### src/rtl/regfile_init_pkg.sv
// regfile_init_pkg: shared encodings and default widths for the register
// file initiator.
//   op_e    : block operation encodings (CLEAR, FILL, COPY, CMP)
//   state_e : initiator FSM states
//   DFLT_*  : default widths for a 512 x 64-bit register file
package regfile_init_pkg;

  localparam int DFLT_ADDR_W = 9;   // 512 registers
  localparam int DFLT_DATA_W = 64;
  localparam int DFLT_LEN_W  = 10;  // element count 0..512

  typedef enum logic [1:0] {
    OP_CLEAR = 2'b00,
    OP_FILL  = 2'b01,
    OP_COPY  = 2'b10,
    OP_CMP   = 2'b11
  } op_e;

  typedef enum logic [1:0] {
    IDLE = 2'd0,
    RUN  = 2'd1,
    DONE = 2'd2
  } state_e;

endpackage

### src/rtl/rf_addr_counter.sv
// rf_addr_counter: element index counter for the initiator.
//   clk, rst_n          : clock, async active-low reset
//   load                : restart the index at 0 (command accept)
//   advance             : step to the next element
//   len                 : latched element count (>= 1 while advancing)
//   src_base, dst_base  : base addresses
//   src_addr, dst_addr  : base + index, wrapping modulo 2^AW
//   last                : current index is element len-1
module rf_addr_counter
  import regfile_init_pkg::*;
#(
  parameter int AW = DFLT_ADDR_W,
  parameter int LW = DFLT_LEN_W
) (
  input  logic          clk,
  input  logic          rst_n,
  input  logic          load,
  input  logic          advance,
  input  logic [LW-1:0] len,
  input  logic [AW-1:0] src_base,
  input  logic [AW-1:0] dst_base,
  output logic [AW-1:0] src_addr,
  output logic [AW-1:0] dst_addr,
  output logic          last
);

  logic [LW-1:0] idx;

  always_ff @(posedge clk or negedge rst_n) begin
    if (!rst_n)       idx <= '0;
    else if (load)    idx <= '0;
    else if (advance) idx <= idx + LW'(1);
  end

  // Dropping the index MSB makes the sum wrap around the register file.
  assign src_addr = src_base + idx[AW-1:0];
  assign dst_addr = dst_base + idx[AW-1:0];
  assign last     = (idx == len - LW'(1));

endmodule

### src/rtl/regfile_initiator.sv
// regfile_initiator: command-driven block engine for the register file.
// Clears, fills, copies or compares a register range, one element per clock.
//   Clk, Rst_n                : clock, async active-low reset
//   cmd_valid/cmd_ready       : command handshake (ready only in IDLE)
//   cmd_op/src/dst/len/data   : command fields, sampled at accept only
//   busy, done, mismatch_cnt  : status; done is a one-cycle pulse
//   read_reg1/2, read_data1/2 : register file read ports (data is comb.)
//   write_reg/write_data      : register file write port
//   reg_write, En             : write strobe and enable
//   checksum                  : only with REGFILE_INIT_CHECKSUM_EN; XOR of
//                               issued write data (CMP: of read_data1)
module regfile_initiator
  import regfile_init_pkg::*;
#(
  parameter int ADDR_W = DFLT_ADDR_W,
  parameter int DATA_W = DFLT_DATA_W,
  parameter int LEN_W  = DFLT_LEN_W
) (
  input  logic              Clk,
  input  logic              Rst_n,
  input  logic              cmd_valid,
  output logic              cmd_ready,
  input  logic [1:0]        cmd_op,
  input  logic [ADDR_W-1:0] cmd_src,
  input  logic [ADDR_W-1:0] cmd_dst,
  input  logic [LEN_W-1:0]  cmd_len,
  input  logic [DATA_W-1:0] cmd_data,
  output logic              busy,
  output logic              done,
  output logic [LEN_W-1:0]  mismatch_cnt,
  output logic [ADDR_W-1:0] read_reg1,
  output logic [ADDR_W-1:0] read_reg2,
  input  logic [DATA_W-1:0] read_data1,
  input  logic [DATA_W-1:0] read_data2,
  output logic [ADDR_W-1:0] write_reg,
  output logic [DATA_W-1:0] write_data,
  output logic              reg_write,
  output logic              En
`ifdef REGFILE_INIT_CHECKSUM_EN
  ,
  output logic [DATA_W-1:0] checksum
`endif
);

  state_e            state;
  op_e               op_q;
  logic [ADDR_W-1:0] src_q, dst_q;
  logic [LEN_W-1:0]  len_q;
  logic [DATA_W-1:0] data_q;
  logic [ADDR_W-1:0] src_addr, dst_addr;
  logic              last;
  logic              run, accept;
  logic [DATA_W-1:0] wdata;

  assign run    = (state == RUN);
  assign accept = (state == IDLE) && cmd_valid;

  rf_addr_counter #(.AW(ADDR_W), .LW(LEN_W)) u_cnt (
    .clk      (Clk),
    .rst_n    (Rst_n),
    .load     (accept),
    .advance  (run),
    .len      (len_q),
    .src_base (src_q),
    .dst_base (dst_q),
    .src_addr (src_addr),
    .dst_addr (dst_addr),
    .last     (last)
  );

  always_comb begin
    wdata = '0;
    unique case (op_q)
      OP_CLEAR: wdata = '0;
      OP_FILL:  wdata = data_q;
      OP_COPY:  wdata = read_data1;  // same-cycle pass-through
      OP_CMP:   wdata = '0;
      default:  wdata = '0;
    endcase
  end

  // Everything below decodes the state register, so an async reset
  // removes the write strobe and addresses immediately.
  assign cmd_ready  = (state == IDLE);
  assign busy       = run;
  assign done       = (state == DONE);
  assign En         = run && (op_q != OP_CMP);
  assign reg_write  = En;
  assign read_reg1  = run ? src_addr : '0;
  assign read_reg2  = run ? dst_addr : '0;
  assign write_reg  = run ? dst_addr : '0;
  assign write_data = run ? wdata    : '0;

  always_ff @(posedge Clk or negedge Rst_n) begin
    if (!Rst_n) begin
      state        <= IDLE;
      op_q         <= OP_CLEAR;
      src_q        <= '0;
      dst_q        <= '0;
      len_q        <= '0;
      data_q       <= '0;
      mismatch_cnt <= '0;
`ifdef REGFILE_INIT_CHECKSUM_EN
      checksum     <= '0;
`endif
    end else begin
      unique case (state)
        IDLE: if (cmd_valid) begin
          op_q         <= op_e'(cmd_op);
          src_q        <= cmd_src;
          dst_q        <= cmd_dst;
          len_q        <= cmd_len;
          data_q       <= cmd_data;
          mismatch_cnt <= '0;
`ifdef REGFILE_INIT_CHECKSUM_EN
          checksum     <= '0;
`endif
          state        <= (cmd_len == '0) ? DONE : RUN;
        end
        RUN: begin
          if (op_q == OP_CMP && read_data1 != read_data2)
            mismatch_cnt <= mismatch_cnt + LEN_W'(1);
`ifdef REGFILE_INIT_CHECKSUM_EN
          checksum <= checksum ^ ((op_q == OP_CMP) ? read_data1 : wdata);
`endif
          if (last) state <= DONE;
        end
        DONE:    state <= IDLE;
        default: state <= IDLE;
      endcase
    end
  end

endmodule

### config.mk
export PLATFORM = sky130hd
export DESIGN_NAME = regfile_initiator
export DESIGN_NICKNAME = d
export VERILOG_FILES = /design/src/rtl/regfile_init_pkg.sv /design/src/rtl/rf_addr_counter.sv /design/src/rtl/regfile_initiator.sv
export SDC_FILE = /design/constraint.sdc
export NUM_CORES = 1
export LEC_CHECK = 0
export ABC_AREA = 1
export CAP_MARGIN = 5
export CORE_ASPECT_RATIO = 0.6
export CORE_UTILIZATION = 50
export DETAILED_ROUTE_END_ITERATION = 10
export DONT_BUFFER_PORTS = 1
export PLACE_DENSITY = 0.7
export SLEW_MARGIN = 40
export SYNTH_ARGS = -nofsm -noshare
export SYNTH_HDL_FRONTEND = slang
export SYNTH_SLANG_ARGS = --single-unit
export TNS_END_PERCENT = 20
### constraint.sdc
create_clock -name Clk -period 2.75 [get_ports Clk]
set_input_delay 0.55 -clock Clk [delete_from_list [all_inputs] [get_ports Clk]]
set_output_delay 0.55 -clock Clk [all_outputs]
set_load 0.02 [all_outputs]
==> impl_results.md <==
- Vias in the first global route: between 7000 and 8000
- Synth async-reset ratio: 100.0%
- Hold Crit Class: in -> async
- Status: finished, violations left
- Seq cells post-synth: 116
- Gr ovfl total: 0
- Hpwl dp: 18.63 mm
- Max-slew headroom: 58.54%
- Starting DRT DRC Count: 581
- Yosys Warn Count: 0
- Setup TNS: -0.01547 ns
- Worst Setup Start Kind: register
- Clock-pin slew on the worst setup and hold paths: 0.06 ns
- Synth Flop Type: dfrtp_1
- First-pass GRT wire length: 38.64 mm
- Worst Max-Slew Pin Slew: just over 0.6 ns
- Cell taking the most area after synthesis: dfrtp_1
- Drt total wl: 25.90 mm
- Setup Skew: approximately 0.015 ns
- Drt wl/cell: ~16 um
- Final Hold Fails: 116
- H-tree depth: 4
- WL met3: between 2 and 2.5 mm
- Seq/Total Area, Yosys: 34.94%
- Final Max Tran Viols: 0
- Max incr delay on CP: 0.43 ns
- Number of synthesized flops with an enable pin: 0
- Fin nets: 1599
- Num rows: 36
- Final core utilization: 59.82%
- Post-synth top area share: 34.94%
- Total GRT Usage: 29.36%
- Clock Sink Count: 116
- Power density over cell area: 464.9 nW/um^2
- Share of layout cells above drive strength 1: 12.23%
- Number of CTS-inserted buffers: 17
- Fmax: 0.3616 GHz
- Mapped Area: between 8000 and 9000 um^2
- Ports: around 330
- Top delay family on crit path: adder cells
- Leakage: 5.423 nW
- Via density per instance: 5.302
- Final Setup Violations: 1
- Top cells by area, synth: dfrtp_1 (35%), nand2_1 (25%), inv_1 (6.2%)
- Data required, critical path: 2.20 ns
- Root Buffer: clkbuf_16
- Worst Setup End Kind: primary output
- Final std cells w/o fill: 1575
- Max cap viols: 0
- Unrepaired setup endpoints after global routing: yes
- Initial Utilization: 51.23%
- Post-Syn Instances: 1325
- Die Footprint: 17150 um^2
- Failing checks: negative hold slack, negative setup slack
- Global placement routability congestion: around 0.87
- R2R setup slack: about 0.55 ns
- Layout area overhead: 16.76%
- Post-place setup slack: 0.2140 ns
- Antenna violations before repair: 0
- Die extent in x: 168.4 um
- Critical path type: reg -> out
- Critical Path AT: around 2.2 ns
- Max VDD drop: 0.3768 mV
- Final worst slack: -0.01547 ns
- Antenna Diode Count: 0
- Largest net degree at the start of global routing: around 120
- CTS tree: done
- Fin crit share: 100.6%
- Core Region: approximately 16000 um^2
- Avg Inst Size Synth: around 6.3 um^2
- Final Critical Period: approximately 2.8 ns
- Crit Path Max Fanout: 4
- Top sig layer: met4
- Met2 WL post-DR: ~12 mm
- Placed insts: 1534
- TritonRoute pass-1 iters: 5
- Post-synthesis cell type count: 33
- Syn Nets: 1571
- Detailed-route DRC error count: 0
- Post-synth top cells: nand2_1 (550), inv_1 (138), dfrtp_1 (116), nand3_1 (99), nor2_1 (99)
- Die height: around 100 um
- Critical path cell sequence: ha_4 -> inv_2 -> fa_2 -> inv_2 -> nand3_2 -> nand2_2 -> nand2_1 -> nand2_1 -> a21oi_2 -> xor2_1 -> nor2_1 -> buf_4
- Number of buffers and inverters on the critical path: 3
- Dominant cell by count in the synthesized netlist: nand2_1
- Final ANT Viol Nets: 0
- Met1 WL: 11.52 mm
- Hold Slack: -0.1637 ns
- Port-buffer cells: 0
- Vias post-DR: 8350
- Worst path slowest cell: dfrtp_2
- Clk Latency, worst-skew pair: 0.41 ns
- CTS max path bufs: 2
==> cell type report <==
type                            instances  area (um^2)
Clock buffer                           18        429.2
Inverter                              156        586.8
Multi-Input combinational cell        989         4707
Clock inverter                         14        222.7
Fill cell                            1547         6515
Timing Repair Buffer                   73        580.6
Sequential cell                       116         2913
Tap cell                              209        261.5
==> flip-flops by register name (all words and copies together), names as in the netlist <==
signal and count:
data_q 64, dst_q 9, len_q 10, mismatch_cnt 10, op_q 2, src_q 9, state 2, u_cnt.idx 10
==> layer usage <==
| layer | vias to the layer above | global-route usage, % |
|---|---|---|
| li1 | 4145 | - |
| met3 | 27 | 8.017 |
| met1 | 3834 | 39.99 |
| met5 | - | 0 |
| met4 | 0 | 7.692 |
| met2 | 344 | 46.57 |
==> logic make-up (layout without fill, tap and decap cells) <==
logic type	after synthesis	after routing	share of synthesized area, %
xor gates and xnor gates	27	27	2.846
and+or+nand+nor	811	811	40.02
buffers and inverters	220	261	10.78
adders and majority gates	21	21	3.343
AOI/OAI and AO/OA	130	130	8.072
DFF	116	116	34.94
==> report_power, final <==
part | internal [mW] | switching [mW]
sequential | 1.71 | 0
combinational | 0.122 | 0.192
clock | 1.62 | 0.865
total | 3.45 | 1.06
==> path summary, 6_finish.rpt <==
| path | from | end | cells past startpoint |
|---|---|---|---|
| max reg2reg | state[0] | u_cnt.idx[7] | 7 |
| min reg2reg | data_q[39] | data_q[39] | 2 |
| min in group Clk | cmd_src[8] | src_q[8] | 2 |
| max in group asynchronous | Rst_n | op_q[0] | 0 |
| min | Rst_n | dst_q[3] | 0 |
| max | u_cnt.idx[0] | read_reg1[6] | 12 |
==> cells in the final DEF, fill, tap and decap left out, types with 2 or more instances in the layout <==
cell / count
nand2_4: 2
a21oi_1: 86
buf_4: 69
fa_2: 2
o21a_1: 2
xor2_1: 21
clkinv_1: 5
o21ai_0: 9
nand4_1: 11
inv_1: 134
clkinvlp_4: 2
ha_1: 7
nand3_2: 2
buf_12: 2
xnor2_1: 6
inv_6: 5
o21ai_1: 22
ha_4: 10
ha_2: 2
inv_2: 16
clkinv_2: 2
or2_1: 32
nor2_2: 6
buf_6: 2
nor2_1: 98
nand3_1: 97
nand2_1: 545
clkbuf_16: 17
bufinv_16: 5
nand2_2: 6
nor3_1: 5
dfrtp_1: 108
dfrtp_2: 8
a21oi_2: 6
a211oi_1: 2
nand3b_1: 2
==> per-stage QoR <==
stage          power (mW)  instance area (um^2)  hold slack (ns)
3_5_place_dp        2.052                  8785           0.2587
6_report            4.510                  9701          -0.1637
5_1_grt             4.658                  9701          -0.1870
4_1_cts             4.536                  9545          -0.1755
2_1_floorplan       1.974                  8308           0.2544
3_3_place_gp        2.048                  8785           0.2578
==> what timing repair did <==
action,4_1_cts,5_1_grt
pin swaps,5,5
hold endpoints to repair,116,116
endpoints found under the setup margin,13,35
gates resized for setup,23,21
cloned,0,0
buffers inserted,2,7
Note: power is estimated with default switching activity, not from simulation.
